[src/rtl/k_and_s_pkg.sv]
// Shared types for the K&S processor: opcodes, controller states, ALU ops
// and the per-state strobe pattern used by the control unit.
package k_and_s_pkg;

  typedef enum logic [3:0] {
    I_NOP, I_LOAD, I_STORE, I_MOVE,
    I_ADD, I_SUB, I_AND, I_OR,
    I_BRANCH, I_BZERO, I_BNZERO, I_BNEG,
    I_BNNEG, I_BOV, I_BNOV, I_HALT
  } decoded_instruction_type;

  typedef enum logic [3:0] {
    FETCH, IR_LOAD, DECODE, LOAD_ADDR, LOAD_WB,
    STORE, ALU_EXEC, MOVE_EXEC, BRANCH_TAKE, HALTED
  } ctrl_state_type;

  localparam logic [1:0] OP_OR  = 2'b00;
  localparam logic [1:0] OP_ADD = 2'b01;
  localparam logic [1:0] OP_SUB = 2'b10;
  localparam logic [1:0] OP_AND = 2'b11;

  typedef struct packed {
    logic branch;
    logic pc_enable;
    logic ir_enable;
    logic addr_sel;
    logic c_sel;
    logic write_reg_enable;
    logic flags_reg_enable;
    logic ram_write_enable;
    logic halt;
  } ctrl_strobes_type;

  // Moore strobe pattern for a state; operation is handled separately.
  function automatic ctrl_strobes_type strobes_for(ctrl_state_type s);
    ctrl_strobes_type c;
    c = '0;
    case (s)
      IR_LOAD:     begin c.ir_enable = 1'b1; c.pc_enable = 1'b1; end
      LOAD_ADDR:   c.addr_sel = 1'b1;
      LOAD_WB:     begin c.addr_sel = 1'b1; c.write_reg_enable = 1'b1; end
      STORE:       begin c.addr_sel = 1'b1; c.ram_write_enable = 1'b1; end
      ALU_EXEC:    begin c.c_sel = 1'b1; c.write_reg_enable = 1'b1; c.flags_reg_enable = 1'b1; end
      MOVE_EXEC:   begin c.c_sel = 1'b1; c.write_reg_enable = 1'b1; end
      BRANCH_TAKE: begin c.branch = 1'b1; c.pc_enable = 1'b1; end
      HALTED:      c.halt = 1'b1;
      default:     c = '0;
    endcase
    return c;
  endfunction

endpackage

[src/rtl/branch_cond_eval.sv]
// Combinational branch condition: take is high when the decoded opcode is
// a branch whose flag condition holds.
module branch_cond_eval
  import k_and_s_pkg::*;
(
  input  decoded_instruction_type decoded_instruction,
  input  logic                    reg_zero,
  input  logic                    reg_neg,
  input  logic                    reg_ov,
  output logic                    take
);

  always_comb begin
    take = 1'b0;
    case (decoded_instruction)
      I_BRANCH: take = 1'b1;
      I_BZERO:  take = reg_zero;
      I_BNZERO: take = !reg_zero;
      I_BNEG:   take = reg_neg;
      I_BNNEG:  take = !reg_neg;
      I_BOV:    take = reg_ov;
      I_BNOV:   take = !reg_ov;
      default:  take = 1'b0;
    endcase
  end

endmodule

[src/rtl/control_unit.sv]
// Multi-cycle Moore controller for the K&S processor; all outputs registered
// with the state. KS_SINGLE_STEP_EN gates FETCH on the step input.
module control_unit
  import k_and_s_pkg::*;
(
  input  logic                    clk,
  input  logic                    rst_n,
  input  decoded_instruction_type decoded_instruction,
  input  logic                    reg_zero,
  input  logic                    reg_neg,
  input  logic                    reg_ov,
  input  logic                    reg_sov,
  input  logic                    step,
  output logic                    branch,
  output logic                    pc_enable,
  output logic                    ir_enable,
  output logic                    addr_sel,
  output logic                    c_sel,
  output logic [1:0]              operation,
  output logic                    write_reg_enable,
  output logic                    flags_reg_enable,
  output logic                    ram_write_enable,
  output logic                    halt
);

  ctrl_state_type   state, next_state;
  ctrl_strobes_type strobes;
  logic [1:0]       next_op;
  logic             take;
  logic             unused_inputs;

`ifdef KS_SINGLE_STEP_EN
  assign unused_inputs = reg_sov;
`else
  assign unused_inputs = reg_sov ^ step;
`endif

  branch_cond_eval u_branch_cond_eval (
    .decoded_instruction (decoded_instruction),
    .reg_zero            (reg_zero),
    .reg_neg             (reg_neg),
    .reg_ov              (reg_ov),
    .take                (take)
  );

  always_comb begin
    next_state = state;
    next_op    = OP_OR;
    case (state)
`ifdef KS_SINGLE_STEP_EN
      FETCH:       next_state = step ? IR_LOAD : FETCH;
`else
      FETCH:       next_state = IR_LOAD;
`endif
      IR_LOAD:     next_state = DECODE;
      DECODE: begin
        case (decoded_instruction)
          I_LOAD:  next_state = LOAD_ADDR;
          I_STORE: next_state = STORE;
          I_MOVE:  next_state = MOVE_EXEC;
          I_ADD:   begin next_state = ALU_EXEC; next_op = OP_ADD; end
          I_SUB:   begin next_state = ALU_EXEC; next_op = OP_SUB; end
          I_AND:   begin next_state = ALU_EXEC; next_op = OP_AND; end
          I_OR:    begin next_state = ALU_EXEC; next_op = OP_OR;  end
          I_BRANCH, I_BZERO, I_BNZERO, I_BNEG, I_BNNEG, I_BOV, I_BNOV:
                   next_state = take ? BRANCH_TAKE : FETCH;
          I_HALT:  next_state = HALTED;
          default: next_state = FETCH;
        endcase
      end
      LOAD_ADDR:   next_state = LOAD_WB;
      HALTED:      next_state = HALTED;
      default:     next_state = FETCH;
    endcase
  end

  // Outputs are computed from next_state so they change together with state.
  always_ff @(posedge clk or negedge rst_n) begin
    if (!rst_n) begin
      state     <= FETCH;
      strobes   <= '0;
      operation <= OP_OR;
    end else begin
      state     <= next_state;
      strobes   <= strobes_for(next_state);
      operation <= (next_state == ALU_EXEC) ? next_op : OP_OR;
    end
  end

  assign branch           = strobes.branch;
  assign pc_enable        = strobes.pc_enable;
  assign ir_enable        = strobes.ir_enable;
  assign addr_sel         = strobes.addr_sel;
  assign c_sel            = strobes.c_sel;
  assign write_reg_enable = strobes.write_reg_enable;
  assign flags_reg_enable = strobes.flags_reg_enable;
  assign ram_write_enable = strobes.ram_write_enable;
  assign halt             = strobes.halt;

endmodule

[config.mk]
export PLATFORM = sky130hd
export DESIGN_NAME = control_unit
export DESIGN_NICKNAME = d
export VERILOG_FILES = /design/src/rtl/k_and_s_pkg.sv /design/src/rtl/branch_cond_eval.sv /design/src/rtl/control_unit.sv
export SDC_FILE = /design/constraint.sdc
export NUM_CORES = 1
export LEC_CHECK = 0
export CAP_MARGIN = 25
export CORE_AREA = 2 2 54 44
export DETAILED_ROUTE_END_ITERATION = 6
export DIE_AREA = 0 0 56 46
export SYNTH_ARGS = -nofsm -noshare
export SYNTH_HDL_FRONTEND = slang
export SYNTH_SLANG_ARGS = --single-unit
[constraint.sdc]
create_clock -name clk -period 2 [get_ports clk]
set_input_delay 0.2 -clock clk [delete_from_list [all_inputs] [get_ports clk]]
set_output_delay 0.2 -clock clk [all_outputs]
set_load 0.005 [all_outputs]
### After elaboration in Yosys (flattened, before gate mapping)

Index checks and enable logic that the tools add are counted.

| word-level totals | value |
|---|---|
| register bits after elaboration | 15 |
| output and inout bits | 11 |
| word-level logic and storage cells | 64 |

| operators by class | value |
|---|---|
| reduce and logical (&&, ||, !) cells | 10 |
| eq/ne operators | 27 |
| muxes and demuxes | 16 |

Operators with widths:

| cell | number |
|---|---|
| $eq A4 B4 Y1 const B | 11 |
| $eq A4 B3 Y1 const B | 8 |
| $pmux W4 S6 | 1 |
| $eq A4 B2 Y1 const B | 5 |
| $pmux W4 S5 | 1 |
| $eq A4 B1 Y1 const B | 3 |
| $mux W1 | 9 |
| $pmux W1 S7 | 1 |
| $reduce_or A7 Y1 | 1 |
| $pmux W2 S3 | 1 |
| $reduce_or A3 Y1 | 2 |
| $logic_not A4 Y1 | 1 |
| $mux W2 | 2 |
| $mux W4 | 1 |
| $reduce_or A2 Y1 | 2 |
| $reduce_or A4 Y1 | 1 |
| $logic_not A1 Y1 | 3 |

### Longest topological paths before layout

| depth | value |
|---|---|
| depth after elaboration | 8 |
| gate-level depth with buffers | 5 |

### Hierarchy

Synthesis repeated with hierarchy kept, for this count alone.

| unflattened totals | value |
|---|---|
| cell total of the unflattened synthesis | 72 |
| area, all modules | 738.2 um2 |

Modules (own cells, without submodules):

| module | area an instance (um2) | cells an instance | sequential area each (um2) | instances |
|---|---|---|---|---|
| control_unit | 678.2 | 63 | 375.4 | 1 |
| branch_cond_eval | 60.1 | 9 | 0.0 | 1 |

### Worst setup path after synthesis

No wires, ideal clock.

| timing | value |
|---|---|
| kind | reg2reg |
| start | register state[0] |
| end | register state[3] |
| path slack | 0.568 ns |
| stages on the path, launching flop included | 6 |
| arrival | 1.364 ns |
| library setup time | 0.068 ns |
| clock period less this slack | 1.432 ns |
| cells stage by stage | dfrtp_1 > buf_6 > nand2b_4 > or4_4 > a21oi_2 > nand2b_1 |

| between the ends | value |
|---|---|
| cells in the longest elaborated chain, start to end | 2 |

RTL lines:

| what | line | text |
|---|---|---|
| start, declared | control_unit.sv:26 | `ctrl_state_type state, next_state;` |
| start signal, assigned | control_unit.sv:84 | `state <= next_state;` |
| $eq A4 B4 Y1 (tied with other cells) | control_unit.sv:49 | `case (state)` |
| $pmux W4 S5 * | control_unit.sv:49 |  |
| named net next_state[3] | control_unit.sv:26 |  |

Mark *: on every way through the listed nets, which the timed path passes. The rest lies on a longest branch.

### Worst setup path after layout

Ends and elaborated chain as after synthesis.

==> impl_results.md <==
- Number of diodes: 0
- Synthesized instance count: 64
- Die width: 56 um
- Area taken by multi-input logic gates: 287.8 um2
- Post-synth EDFFs: 0
- Final min period: 1508 ps
- Synth area leader: dfrtp_1
- HPWL after detailed placement: 873.4 um
- Effective utilization at floorplan: 0.3411
- Wire per inst: 10.88 um
- TritonCTS clock tree: yes
- # IOs: 22
- Vias: 504
- TritonCTS Buffers: 3
- Largest net degree at the start of global routing: 16
- FF/Latch Area: 375.4 um2
- Design Area, Final: 925.9 um2
- Largest cells by area after synthesis: dfrtp_1 52%, buf_6 4.7%, nor2_1 3.7%, mux2_2 3.1%, a211oi_1 2.1%
- Layout cell share with drive strength beyond 1: 0.1446
- Worst Hold Class: in2async
- Arrival time worst endpoint: 1720 ps
- Die Area: 2576 um2
- Post-Route Setup TNS: 0 ps
- Nets: 95
- Drt via density: 4.667
- TritonRoute pass-1 iters: 4
- Max_cap viols: 0
- Power, Total: 0.9891 mW
- H-tree levels: 1
- CP endpoint kind: flop
- Status: finished clean
- Synthesized area per cell: 11.20 um2
- DRT iter0 DRCs: 1
- Crit Path Category: reg2reg
- Overflow after GRT: 0
- Antenna violations before repair: 0
- CP Launch Type: flop
- Synth Flop Type: dfrtp_1
- Post-synthesis sequential area ratio: 0.5236
- Core area: 2102 um2
- Die Height: 46 um
- Row cnt: 15
- Slew headroom: 0.5803
- First-pass GRT wire length: 1.814 mm
- CP bufs+invs: 0
- Fillers: 199
- Post-DRT Antenna Nets: 0
- RSZ-0062 raised after global routing: no
- Pwr dens: 1068 nW/um2
- Async S/R FF share, synth: 1.000
- Top-count cell post-synth: dfrtp_1
- Worst-margin pin slew: 627.6 ps
- Seq cells post-synth: 15
- Crit-path slowest cell: or4_4
- Syn Nets: 75
- Later-pin clock latency in the skew report: 270 ps
- Skew final: 0.6558 ps
- PnR worst setup slack: 491.5 ps
- TritonCTS Sinks: 15
- Final non-filler cell total: 108
- Final Util: 0.4405
- WP data required: 2210 ps
- P_leak: 0.4179 nW
- IO Port Bufs: 19
- Maximum VDD drop: 0.3456 mV
- Area fraction of the dominant cell type after synthesis: 0.5236
- CP peak stage delay: 510 ps
- Placed cells: 104
- Syn. warnings: 0
- Vias in the first global route: 419
- Cts hold-fix bufs: 0
- Top cells by count, synth: 15 x dfrtp_1, 7 x nor2_1, 4 x inv_1, 3 x buf_6, 3 x nand2_1
- Root Buffer: clkbuf_4
- Clk buf depth: 2
- Mapped Area: 716.9 um2
- Critical path cell sequence: nand2b_4, or4_4, a21oi_2, nand2b_1
- Hold WS: 310.5 ps
- Placed Instance Area: 899.6 um2
- Unique masters post-synth: 32
- Delay-heaviest family, CP: simple AND/OR/NAND/NOR gates
- Worst-path maximum fanout: 8
- Residual DRC: 0
- Worst slack, placed: 206.5 ps
- Final setup viols: 0
- Achievable Freq: 662.9 MHz
- Final Hold Viols: 0
- Post-Route WL: 1.175 mm
- Crit share post-route: 0.7542
- Area grow syn2layout: 29.14%
- # resized after CTS: 0
- Gpl congestion: 0.7755
- GRT Total Usage: 0.09260
- Final Max Tran Viols: 0
- CTS clock-pin slew for the worst setup and hold paths: 80 ps
- Post-CTS Setup Inserts: 0
==> final cells by class <==
cell class                      count  share of cell area
Clock buffer                        4             0.02838
Inverter                            4             0.01622
Timing Repair Buffer               19              0.2054
Sequential cell                    15              0.4054
Tap cell                           25             0.03378
Multi-Input combinational cell     41              0.3108
==> worst paths after layout <==
| path | startpoint | end | slack (ps) | cells past startpoint |
|---|---|---|---|---|
| max | state[0]$_DFF_PN0_ | state[3]$_DFF_PN0_ | 490 | 4 |
| min | rst_n | halt$_DFF_PN0_ | 310 | 1 |
| max reg2reg | state[0]$_DFF_PN0_ | state[3]$_DFF_PN0_ | 490 | 4 |
| min reg2reg | state[2]$_DFF_PN0_ | halt$_DFF_PN0_ | 510 | 1 |
| max in group asynchronous | rst_n | state[0]$_DFF_PN0_ | 1290 | 1 |
| min in group clk | state[2]$_DFF_PN0_ | halt$_DFF_PN0_ | 510 | 1 |
==> power breakdown <==
group / switching (mW) / internal (mW)
clock: 0.0864 / 0.0773
combinational: 0.160 / 0.214
sequential: 0.0679 / 0.384
==> kinds of logic (layout without fill, tap and decap cells) <==
| kind of cell | after synthesis | count (layout) | share of synthesized area |
|---|---|---|---|
| simple gates | 24 | 24 | 0.2007 |
| flops | 15 | 15 | 0.5236 |
| compound gates | 13 | 13 | 0.1448 |
| xor+xnor | 2 | 2 | 0.02444 |
| mux | 2 | 2 | 0.03141 |
| buf+inv | 8 | 27 | 0.07503 |
==> sequential cells by signal, indices dropped and copies added, names as in the netlist <==
signal	count
c_sel	1
pc_enable	1
flags_reg_enable	1
ir_enable	1
operation	2
write_reg_enable	1
branch	1
state	4
halt	1
ram_write_enable	1
addr_sel	1
==> routing by layer <==
layer  part of all wire  wire, um  global-route usage  vias up
met2               0.44       520              0.1435       14
met3              0.045        53            0.008523        2
met1               0.50       582              0.1222      227
met5                  0         0                   0        -
li1                   -         -                   -      261
met4              0.016        19             0.07143        0
==> placed cells by master (no fill, tap or decap), types with 2 or more instances in the layout <==
cell	instances
mux2_2	2
nand2_1	3
nor3_1	2
nor2_1	7
clkbuf_4	3
inv_1	4
nand3b_1	2
dfrtp_1	15
a211oi_1	2
clkdlybuf4s50_1	19
o211ai_1	2
(Power assumes the default switching activity.)
